<file path="src/rtl/rat_intr_pkg.sv">
// Shared constants and state type for the RAT interrupt controller.
// Build option IRQ_SYNC_EN (see rat_irq_edge) does not change anything here.
package rat_intr_pkg;

    localparam logic [7:0] OFS_STATUS = 8'd0;
    localparam logic [7:0] OFS_MASK   = 8'd1;
    localparam logic [7:0] OFS_VECTOR = 8'd2;

    localparam int VEC_VALID_BIT = 7;

    typedef enum logic [1:0] {
        IDLE   = 2'd0,
        ASSERT = 2'd1,
        GAP    = 2'd2
    } intr_state_t;

endpackage

</file>
<file path="src/rtl/rat_irq_edge.sv">
// Per-source rising-edge detector. Define IRQ_SYNC_EN to insert a 2-flop
// synchronizer ahead of the history flop for asynchronous sources.
module rat_irq_edge (
    input  logic CLK,
    input  logic RESET,
    input  logic irq,
    output logic rise
);

    logic sampled;
    logic hist_reg;

`ifdef IRQ_SYNC_EN
    logic sync1_reg;
    logic sync2_reg;

    always_ff @(posedge CLK) begin
        if (RESET) begin
            sync1_reg <= 1'b0;
            sync2_reg <= 1'b0;
        end else begin
            sync1_reg <= irq;
            sync2_reg <= sync1_reg;
        end
    end

    assign sampled = sync2_reg;
`else
    assign sampled = irq;
`endif

    // History tracks the input even during reset, so a level held across
    // reset release is not mistaken for a new edge.
    always_ff @(posedge CLK) begin
        hist_reg <= sampled;
    end

    assign rise = sampled & ~hist_reg & ~RESET;

endmodule

</file>
<file path="src/rtl/rat_intr_ctrl.sv">
// Edge-triggered interrupt controller feeding the RAT core INTR pin, with
// STATUS/MASK/VECTOR port registers. IRQ_SYNC_EN adds input synchronizers.
module rat_intr_ctrl
    import rat_intr_pkg::*;
#(
    parameter int         N_SRC     = 8,
    parameter logic [7:0] PORT_BASE = 8'h30,
    parameter int         GAP_CYC   = 4
) (
    input  logic             CLK,
    input  logic             RESET,
    input  logic [N_SRC-1:0] IRQ_SRC,
    input  logic [7:0]       PORT_ID,
    input  logic [7:0]       OUT_PORT,
    input  logic             IO_STRB,
    output logic [7:0]       IN_PORT_DATA,
    output logic             RD_HIT,
    output logic             INTR
);

    localparam logic [3:0] GAP_LOAD = 4'(GAP_CYC - 1);

    logic [N_SRC-1:0] rise;
    logic [N_SRC-1:0] pending_reg, pending_next;
    logic [N_SRC-1:0] mask_reg, mask_next;
    logic [N_SRC-1:0] masked;
    logic [N_SRC-1:0] clr_bits;
    logic [7:0]       ofs;
    logic             in_range;
    logic             wr_en;
    logic             eoi_wr;
    logic             vec_valid;
    logic [2:0]       vec_id;
    logic [7:0]       vector_val;
    logic [7:0]       rd_data_reg, rd_data_next;
    logic             rd_hit_reg;
    logic             intr_reg;
    intr_state_t      state_reg;
    logic [3:0]       gap_cnt_reg;

    genvar gi;
    generate
        for (gi = 0; gi < N_SRC; gi++) begin : g_edge
            rat_irq_edge u_edge (
                .CLK   (CLK),
                .RESET (RESET),
                .irq   (IRQ_SRC[gi]),
                .rise  (rise[gi])
            );
        end
    endgenerate

    assign masked   = pending_reg & mask_reg;
    assign ofs      = PORT_ID - PORT_BASE;
    assign in_range = (ofs <= OFS_VECTOR);
    assign wr_en    = IO_STRB & in_range;
    assign eoi_wr   = wr_en && (ofs == OFS_VECTOR);

    // Lowest index wins: scan from the top so the last hit is the lowest bit.
    always_comb begin
        vec_id    = '0;
        vec_valid = |masked;
        for (int i = N_SRC - 1; i >= 0; i--) begin
            if (masked[i]) begin
                vec_id = 3'(i);
            end
        end
        vector_val                = '0;
        vector_val[VEC_VALID_BIT] = vec_valid;
        vector_val[2:0]           = vec_id;
    end

    always_comb begin
        clr_bits  = '0;
        mask_next = mask_reg;
        if (wr_en) begin
            case (ofs)
                OFS_STATUS: clr_bits  = OUT_PORT[N_SRC-1:0];
                OFS_MASK:   mask_next = OUT_PORT[N_SRC-1:0];
                OFS_VECTOR: if (vec_valid) clr_bits[vec_id] = 1'b1;
                default:    ;
            endcase
        end
        // A new edge beats a same-cycle clear.
        pending_next = (pending_reg & ~clr_bits) | rise;
    end

    always_comb begin
        rd_data_next = '0;
        if (in_range) begin
            case (ofs)
                OFS_STATUS: rd_data_next = 8'(pending_reg);
                OFS_MASK:   rd_data_next = 8'(mask_reg);
                OFS_VECTOR: rd_data_next = vector_val;
                default:    rd_data_next = '0;
            endcase
        end
    end

    always_ff @(posedge CLK) begin
        if (RESET) begin
            pending_reg <= '0;
            mask_reg    <= '0;
            rd_data_reg <= '0;
            rd_hit_reg  <= 1'b0;
        end else begin
            pending_reg <= pending_next;
            mask_reg    <= mask_next;
            rd_data_reg <= rd_data_next;
            rd_hit_reg  <= in_range;
        end
    end

    // INTR is registered alongside the state so it equals (state == ASSERT).
    always_ff @(posedge CLK) begin
        if (RESET) begin
            state_reg   <= IDLE;
            gap_cnt_reg <= '0;
            intr_reg    <= 1'b0;
        end else begin
            case (state_reg)
                IDLE: begin
                    if (|masked) begin
                        state_reg <= ASSERT;
                        intr_reg  <= 1'b1;
                    end else begin
                        intr_reg  <= 1'b0;
                    end
                end
                ASSERT: begin
                    if (eoi_wr) begin
                        state_reg   <= GAP;
                        gap_cnt_reg <= GAP_LOAD;
                        intr_reg    <= 1'b0;
                    end else if ((pending_next & mask_next) == '0) begin
                        state_reg <= IDLE;
                        intr_reg  <= 1'b0;
                    end else begin
                        intr_reg  <= 1'b1;
                    end
                end
                GAP: begin
                    intr_reg <= 1'b0;
                    if (gap_cnt_reg == '0) begin
                        state_reg <= IDLE;
                    end else begin
                        gap_cnt_reg <= gap_cnt_reg - 4'd1;
                    end
                end
                default: begin
                    state_reg <= IDLE;
                    intr_reg  <= 1'b0;
                end
            endcase
        end
    end

    assign IN_PORT_DATA = rd_data_reg;
    assign RD_HIT       = rd_hit_reg;
    assign INTR         = intr_reg;

endmodule

</file>
<file path="config.mk">
export PLATFORM = sky130hd
export DESIGN_NAME = rat_intr_ctrl
export DESIGN_NICKNAME = d
export VERILOG_FILES = /design/src/rtl/rat_intr_pkg.sv /design/src/rtl/rat_irq_edge.sv /design/src/rtl/rat_intr_ctrl.sv
export SDC_FILE = /design/constraint.sdc
export NUM_CORES = 1
export LEC_CHECK = 0
export CAP_MARGIN = 20
export CORE_MARGIN = 5
export CORE_UTILIZATION = 48
export CTS_BUF_LIST = sky130_fd_sc_hd__clkbuf_2 sky130_fd_sc_hd__clkbuf_4 sky130_fd_sc_hd__clkbuf_8
export DETAILED_ROUTE_END_ITERATION = 8
export PLACE_DENSITY_LB_ADDON = 0.1
export SLEW_MARGIN = 40
export SYNTH_ARGS = -nofsm -noshare
export SYNTH_HDL_FRONTEND = slang
export SYNTH_SLANG_ARGS = --single-unit
</file>
<file path="constraint.sdc">
create_clock -name CLK -period 2.4 [get_ports CLK]
set_input_delay 0.6 -clock CLK [delete_from_list [all_inputs] [get_ports CLK]]
set_output_delay 0.6 -clock CLK [all_outputs]
set_load 0.01 [all_outputs]
</file>
-- Word-level counts from Yosys, hierarchy flattened
Cells that the tools add are included.
Widths: inputs -> output; s select.
- input port bits: 27
- flip-flop bits (word level): 40
- word-level logic and storage cells: 100
- eq/ne operators: 9
- reductions and logical operators: 11
- $lt $le $gt $ge: 3
- multiplexer cells: 28
- bitwise gates (word level): 32
- $add $sub $neg: 2
- operator list (operator ; number):
    $mux 8 ; 4
    $and 8x8->8 ; 3
    $mux 3 ; 8
    $pmux 8 s3 ; 1
    $and 1x1->1 ; 17
    $logic_not 8->1 ; 2
    $pmux 8 s2 ; 1
    $not 1->1 ; 10
    $eq 8x1->1 const B ; 1
    $eq 8x2->1 const B ; 1
    $le 8x2->1 const B ; 1
    $mux 2 ; 4
    $mux 4 ; 2
    $ne 2x2->1 const B ; 4
    $not 8->8 ; 1
    $or 8x8->8 ; 1
    $pmux 4 s2 ; 1
    $reduce_or 8->1 ; 1
    $sub 8x6->8 const B ; 1
    $pmux 2 s3 ; 1
    $reduce_and 3->1 ; 2
    $logic_not 4->1 ; 1
    $lt 3x4->1 const B ; 1
    $mux 1 ; 4
    other kinds (11) ; 12

-- Logic depth before layout (Yosys ltp)
- word-level depth: 24
- depth in mapped cells: 8

-- Hierarchy
From an unflattened synthesis, not the netlist that was laid out.
- cells, all modules: 212
- area, all modules: 1990.7 um2
- modules (own cells, without submodules) (module ; cells each ; seq. area each (um2) ; area an instance (um2) ; instances):
    rat_intr_ctrl ; 196 ; 640.6 ; 1730.4 ; 1
    rat_irq_edge ; 2 ; 20.0 ; 32.5 ; 8

-- Worst setup path after synthesis
OpenSTA, ideal clock, no wires.
- path type: input to register
- start point: input port PORT_ID[1]
- end point: register intr_reg, in the netlist INTR
- data required time: 2.263 ns
- arrival time: 2.136 ns
- slack: 0.127 ns
- stages: 7
- cell sequence: buf_2 nor3_2 and4_4 buf_6 mux2_4 a2111oi_2 a31oi_1
- cells in the longest elaborated chain, start to end: 12
- elaborated cells between the ends (all ways): 19
- those cells by class: add/sub: 1; order compare: 1; eq/ne: 2; mux: 7; bitwise: 5; reduce/logical: 3
- ends and longest elaborated chain (what ; RTL line ; text):
    start, declared ; rat_intr_ctrl.sv:13 ; input logic [7:0] PORT_ID,
    $sub 8x6->8 * ; rat_intr_ctrl.sv:54 ; assign ofs = PORT_ID - PORT_BASE;
    $le 8x2->1 (tied with other cells) ; rat_intr_ctrl.sv:55 ; assign in_range = (ofs <= OFS_VECTOR);
    $and 1x1->1 or $pmux 8 s2 (tied branches) ; rat_intr_ctrl.sv:56, rat_intr_ctrl.sv:77 ;
    $mux 8 ; rat_intr_ctrl.sv:76 ; if (wr_en) begin
    $not 8->8 ; rat_intr_ctrl.sv:85 ; pending_next = (pending_reg & ~clr_bits) | rise;
    $and 8x8->8 ; rat_intr_ctrl.sv:85 ;
    $or 8x8->8 ; rat_intr_ctrl.sv:85 ;
    $and 8x8->8 ; rat_intr_ctrl.sv:135 ; end else if ((pending_next & mask_next) == '0) begin
    $logic_not 8->1 ; rat_intr_ctrl.sv:135 ;
    $mux 1 ; rat_intr_ctrl.sv:135 ;
    $mux 1 * ; rat_intr_ctrl.sv:131 ; if (eoi_wr) begin
    $pmux 1 s2 * ; rat_intr_ctrl.sv:121 ; case (state_reg)
    end signal, assigned ; rat_intr_ctrl.sv:125 ; intr_reg <= 1'b1;
    end signal, assigned ; rat_intr_ctrl.sv:134 ; intr_reg <= 1'b0;
    end signal, assigned ; rat_intr_ctrl.sv:137 ; intr_reg <= 1'b0;
    end, declared ; rat_intr_ctrl.sv:37 ; logic intr_reg;
Mark *: on every way between the ends. The rest lies on a longest branch, timed or not.
A chain may end at the register's enable or synchronous reset.

-- Worst setup path after layout
- start point: input port PORT_ID[3]
- end point: register state_reg[0]
- cells in the longest elaborated chain, start to end: 11
- elaborated cells between the ends (all ways): 20
- those cells by class: add/sub: 1; order compare: 1; eq/ne: 3; mux: 6; bitwise: 5; reduce/logical: 4
- ends and longest elaborated chain (what ; RTL line ; text):
    $sub 8x6->8 * ; rat_intr_ctrl.sv:54 ;
    $le 8x2->1 (tied with other cells) ; rat_intr_ctrl.sv:55 ;
    $and 1x1->1 or $pmux 8 s2 (tied branches) ; rat_intr_ctrl.sv:56, rat_intr_ctrl.sv:77 ;
    $mux 8 ; rat_intr_ctrl.sv:76 ;
    $not 8->8 ; rat_intr_ctrl.sv:85 ;
    $and 8x8->8 ; rat_intr_ctrl.sv:85 ;
    $or 8x8->8 ; rat_intr_ctrl.sv:85 ;
    $and 8x8->8 ; rat_intr_ctrl.sv:135 ;
    $logic_not 8->1 ; rat_intr_ctrl.sv:135 ;
    $ne 3x3->1 (no source line) ; -- ;
    $reduce_and 3->1 (no source line) ; -- ;
    end signal, assigned ; rat_intr_ctrl.sv:132 ; state_reg <= GAP;
    end signal, assigned ; rat_intr_ctrl.sv:136 ; state_reg <= IDLE;
    end signal, assigned ; rat_intr_ctrl.sv:145 ; state_reg <= IDLE;
    end, declared ; rat_intr_ctrl.sv:38 ; intr_state_t state_reg;
Marked as above.

==> flow_metrics.tcl <==
set metrics [dict create \
    timing.final.crit_share_pct 97.4 \
    cts_tree "built" \
    start_kind "input pin" \
    ios 37 \
    fp.dieW_um 73.6 \
    fp.coreArea_um2 3970 \
    power_frac_comb_pct 13.2 \
    use_met3_pct 4.92 \
    grt_antenna_before_repair 0 \
    grt_pass1_wl_um 9270 \
    slew_violations 0 \
    wl_per_cell_um 16.9 \
    p_sw_uw 329 \
    setup_viol 0 \
    fin_util_pct 73.9 \
    drtPass1Iterations 4 \
    ctsRootBufferMaster "clkbuf_8" \
    track_usage_pct 22.8 \
    seqPwrFrac_pct 52.3 \
    crit_slowest_cell "or3b_1" \
    cts.sinks 40 \
    gp_congestion 0.954 \
    required_ns 2.58 \
    antenna_left 0 \
    critical_path.top_delay_family "simple AND/OR/NAND/NOR gates" \
    syn_area_um2 1940 \
    fmax_mhz 428 \
    synth_edf_count 0 \
    drt_iter0_markers 117 \
    grt_max_degree 17 \
    finalNetCount 322 \
    use_met1_pct 29.2 \
    synthesis.nets 239 \
    status "finished clean" \
    swShare_pct 24.6 \
    criticalPathCategory "input pin to flop" \
    internal-power_mw 1.01 \
    dieArea_um2 5420 \
    ys_ff_latch 40 \
    async_reset_ff_share_pct 0 \
    vdd_drop_max_v 0.000351 \
    placedInstanceArea_um2 2620 \
    maxSlewHeadroom_pct 65.1 \
    start_util_pct 48.9 \
    power_density_nw_per_um2 455 \
    grt-busiest-layer "met2" \
    hpwl_um 4200 \
    postSynthAreaPerCell_um2 9.21 \
    drc 0 \
    cts_made_buffers 5 \
    worstMarginPinSlew_ns 0.521 \
    placedCellCount 328 \
    portBuffers 36 \
    grt_pass1_vias 1852 \
    cp_cell_sequence "dlygate4sd2_1 -> nor4b_4 -> nand4_1 -> or3b_1 -> o211a_1 -> o21bai_2 -> a31oi_1" \
    cp_slowest_stage_delay_ns 0.45 \
    period_minus_slack_ns 2.34 \
    finClkSkew_ns 0.00416 \
    path_clk_slew_ns 0.07 \
    h-tree-depth 2 \
    p_leak_nw 1.16 \
    rows 23 \
    fin_cells 345 \
    avgViaCountPerCell 5.73 \
    vias 1978 \
    yosysSeqAreaShare_pct 41.2 \
    drv_cap 0 \
    clockBufferDepth 2 \
    drive_above_1_share_pct 28.5 \
    clk_latency_ns 0.30 \
    synth-main-ff-cell "dfxtp_1" \
    arrival_ns 2.51 \
    wl_um 5840 \
    critPathBufInv 1 \
    grt-ovfl-total 0 \
    cp-end-kind "flop" \
    synth_cells 211 \
    p_total_mw 1.34 \
    hold_path.class "flop to flop" \
    ys_types 57 \
    finalHoldViolCount 0 \
    diodes 0 \
    cp_max_fo 5 \
    clkPwrFrac_pct 34.6 \
    ys_warn_count 0 \
    syn_to_final_growth_pct 51.1 \
    die_height_um 73.6 \
    met2_usage_pct 37.6 \
    final_cell_area_um2 2940 \
]
[per-layer routing]
layer  share of wire [%]  up-vias
met3                 5.0       12
met1                  44      954
li1                    -      960
met4                 1.5        0
met5                   0        -
met2                  50       52
[area by class of cell]
| cell class | instances | area [um2] |
|---|---|---|
| Tap cell | 50 | 62.6 |
| Multi-Input combinational cell | 157 | 1180 |
| Clock buffer | 6 | 82.6 |
| Clock inverter | 2 | 10.0 |
| Inverter | 5 | 18.8 |
| Sequential cell | 40 | 801 |
| Timing Repair Buffer | 85 | 776 |
| Fill cell | 320 | 1040 |
[layout by cell type, fill, tap and decap left out, types with 3 or more instances in the layout]
cell type,Yosys,routed
buf_4,1,45
dfxtp_1,40,40
nor2_1,27,27
clkdlybuf4s50_1,0,27
nand2_1,16,15
nor3_1,10,10
mux2i_1,13,8
a31oi_1,7,7
a21oi_1,8,7
dlymetal6s2s_1,0,7
a22oi_1,7,6
clkbuf_8,0,6
inv_1,5,5
nor2b_1,5,5
nand3_1,5,5
nand4_1,4,4
nand2b_1,4,4
nor3b_1,4,4
a311oi_1,5,4
mux2i_2,0,3
[worst reg2reg max path: cells and delay by family, from the launching register on]
kind	cells	cell delay [ns]
AOI/OAI and AO/OA	4	0.76
DFF	1	0.38
and+or+nand+nor	2	0.72
[repair_timing]
item                       4_1_cts  5_1_grt
buffers inserted                 5        4
pin swaps                        5       11
hold endpoints to repair         0        0
setup endpoints to repair        3        3
hold buffers                     0        0
resized for setup               12       19
[cells in the mapped netlist (2+ instances only)]
| cell type | instances | area (um2) |
|---|---|---|
| mux2i_1 | 13 | 130 |
| a22oi_1 | 7 | 52.6 |
| o21ai_0 | 3 | 15.0 |
| buf_2 | 3 | 15.0 |
| nand4_1 | 4 | 25.0 |
| nor3_1 | 10 | 50.1 |
| nand2b_1 | 4 | 25.0 |
| a311oi_1 | 5 | 43.8 |
| nor2_1 | 27 | 101 |
| a21oi_1 | 8 | 40.0 |
| o211ai_1 | 2 | 15.0 |
| nor2b_1 | 5 | 31.3 |
| a31oi_1 | 7 | 43.8 |
| clkbuf_1 | 3 | 11.3 |
| inv_1 | 5 | 18.8 |
| dfxtp_1 | 40 | 801 |
| nand3_1 | 5 | 25.0 |
| mux2_1 | 2 | 22.5 |
| nor3b_1 | 4 | 30.0 |
| nand2_1 | 16 | 60.1 |
| xor2_1 | 2 | 17.5 |
[metrics by stage]
| stage | TNS [ns] | worst slack [ns] | hold slack [ns] |
|---|---|---|---|
| 2_1_floorplan | 0 | 0.127 | 0.468 |
| 3_3_place_gp | -1.20 | -0.431 | 0.483 |
| 3_5_place_dp | -1.25 | -0.428 | 0.495 |
| 4_1_cts | 0 | 0.0202 | 0.505 |
| 5_1_grt | -0.134 | -0.0572 | 0.557 |
| 6_report | 0 | 0.0630 | 0.507 |
[worst paths after layout]
| check | cells past startpoint | slack [ns] | to | from |
|---|---|---|---|---|
| worst max register to register | 6 | 0.42 | state_reg[0]$_SDFFE_PP0P_ | mask_reg[0]$_SDFF_PP0_ |
| worst max-delay path | 7 | 0.06 | state_reg[0]$_SDFFE_PP0P_ | PORT_ID[3] |
| worst min-delay path | 2 | 0.51 | gap_cnt_reg[1]$_SDFFE_PP0P_ | gap_cnt_reg[1]$_SDFFE_PP0P_ |
| worst min register to register | 2 | 0.51 | gap_cnt_reg[1]$_SDFFE_PP0P_ | gap_cnt_reg[1]$_SDFFE_PP0P_ |
[power groups by stage]
| stage | clock network (mW) | logic (mW) | registers (mW) |
|---|---|---|---|
| final | 0.462 | 0.176 | 0.698 |
| after detailed placement | 0 | 0.160 | 0.713 |
| after global placement | 0 | 0.160 | 0.713 |
| after floorplan | 0 | 0.0668 | 0.707 |
| after global routing | 0.513 | 0.189 | 0.701 |
| after CTS | 0.473 | 0.165 | 0.697 |
[cell families after synthesis]
| kind of cell | count (synthesis) | share of synthesized area [%] |
|---|---|---|
| AND/OR/NAND/NOR | 88 | 24.9 |
| flip-flops | 40 | 41.2 |
| multiplexers | 17 | 9.21 |
| buffers and inverters | 14 | 3.48 |
| adder cells (fa/ha/maj) | 1 | 0.644 |
| XOR/XNOR | 2 | 0.902 |
| AO/OA/AOI/OAI | 49 | 19.6 |
(Power assumes the default switching activity.)
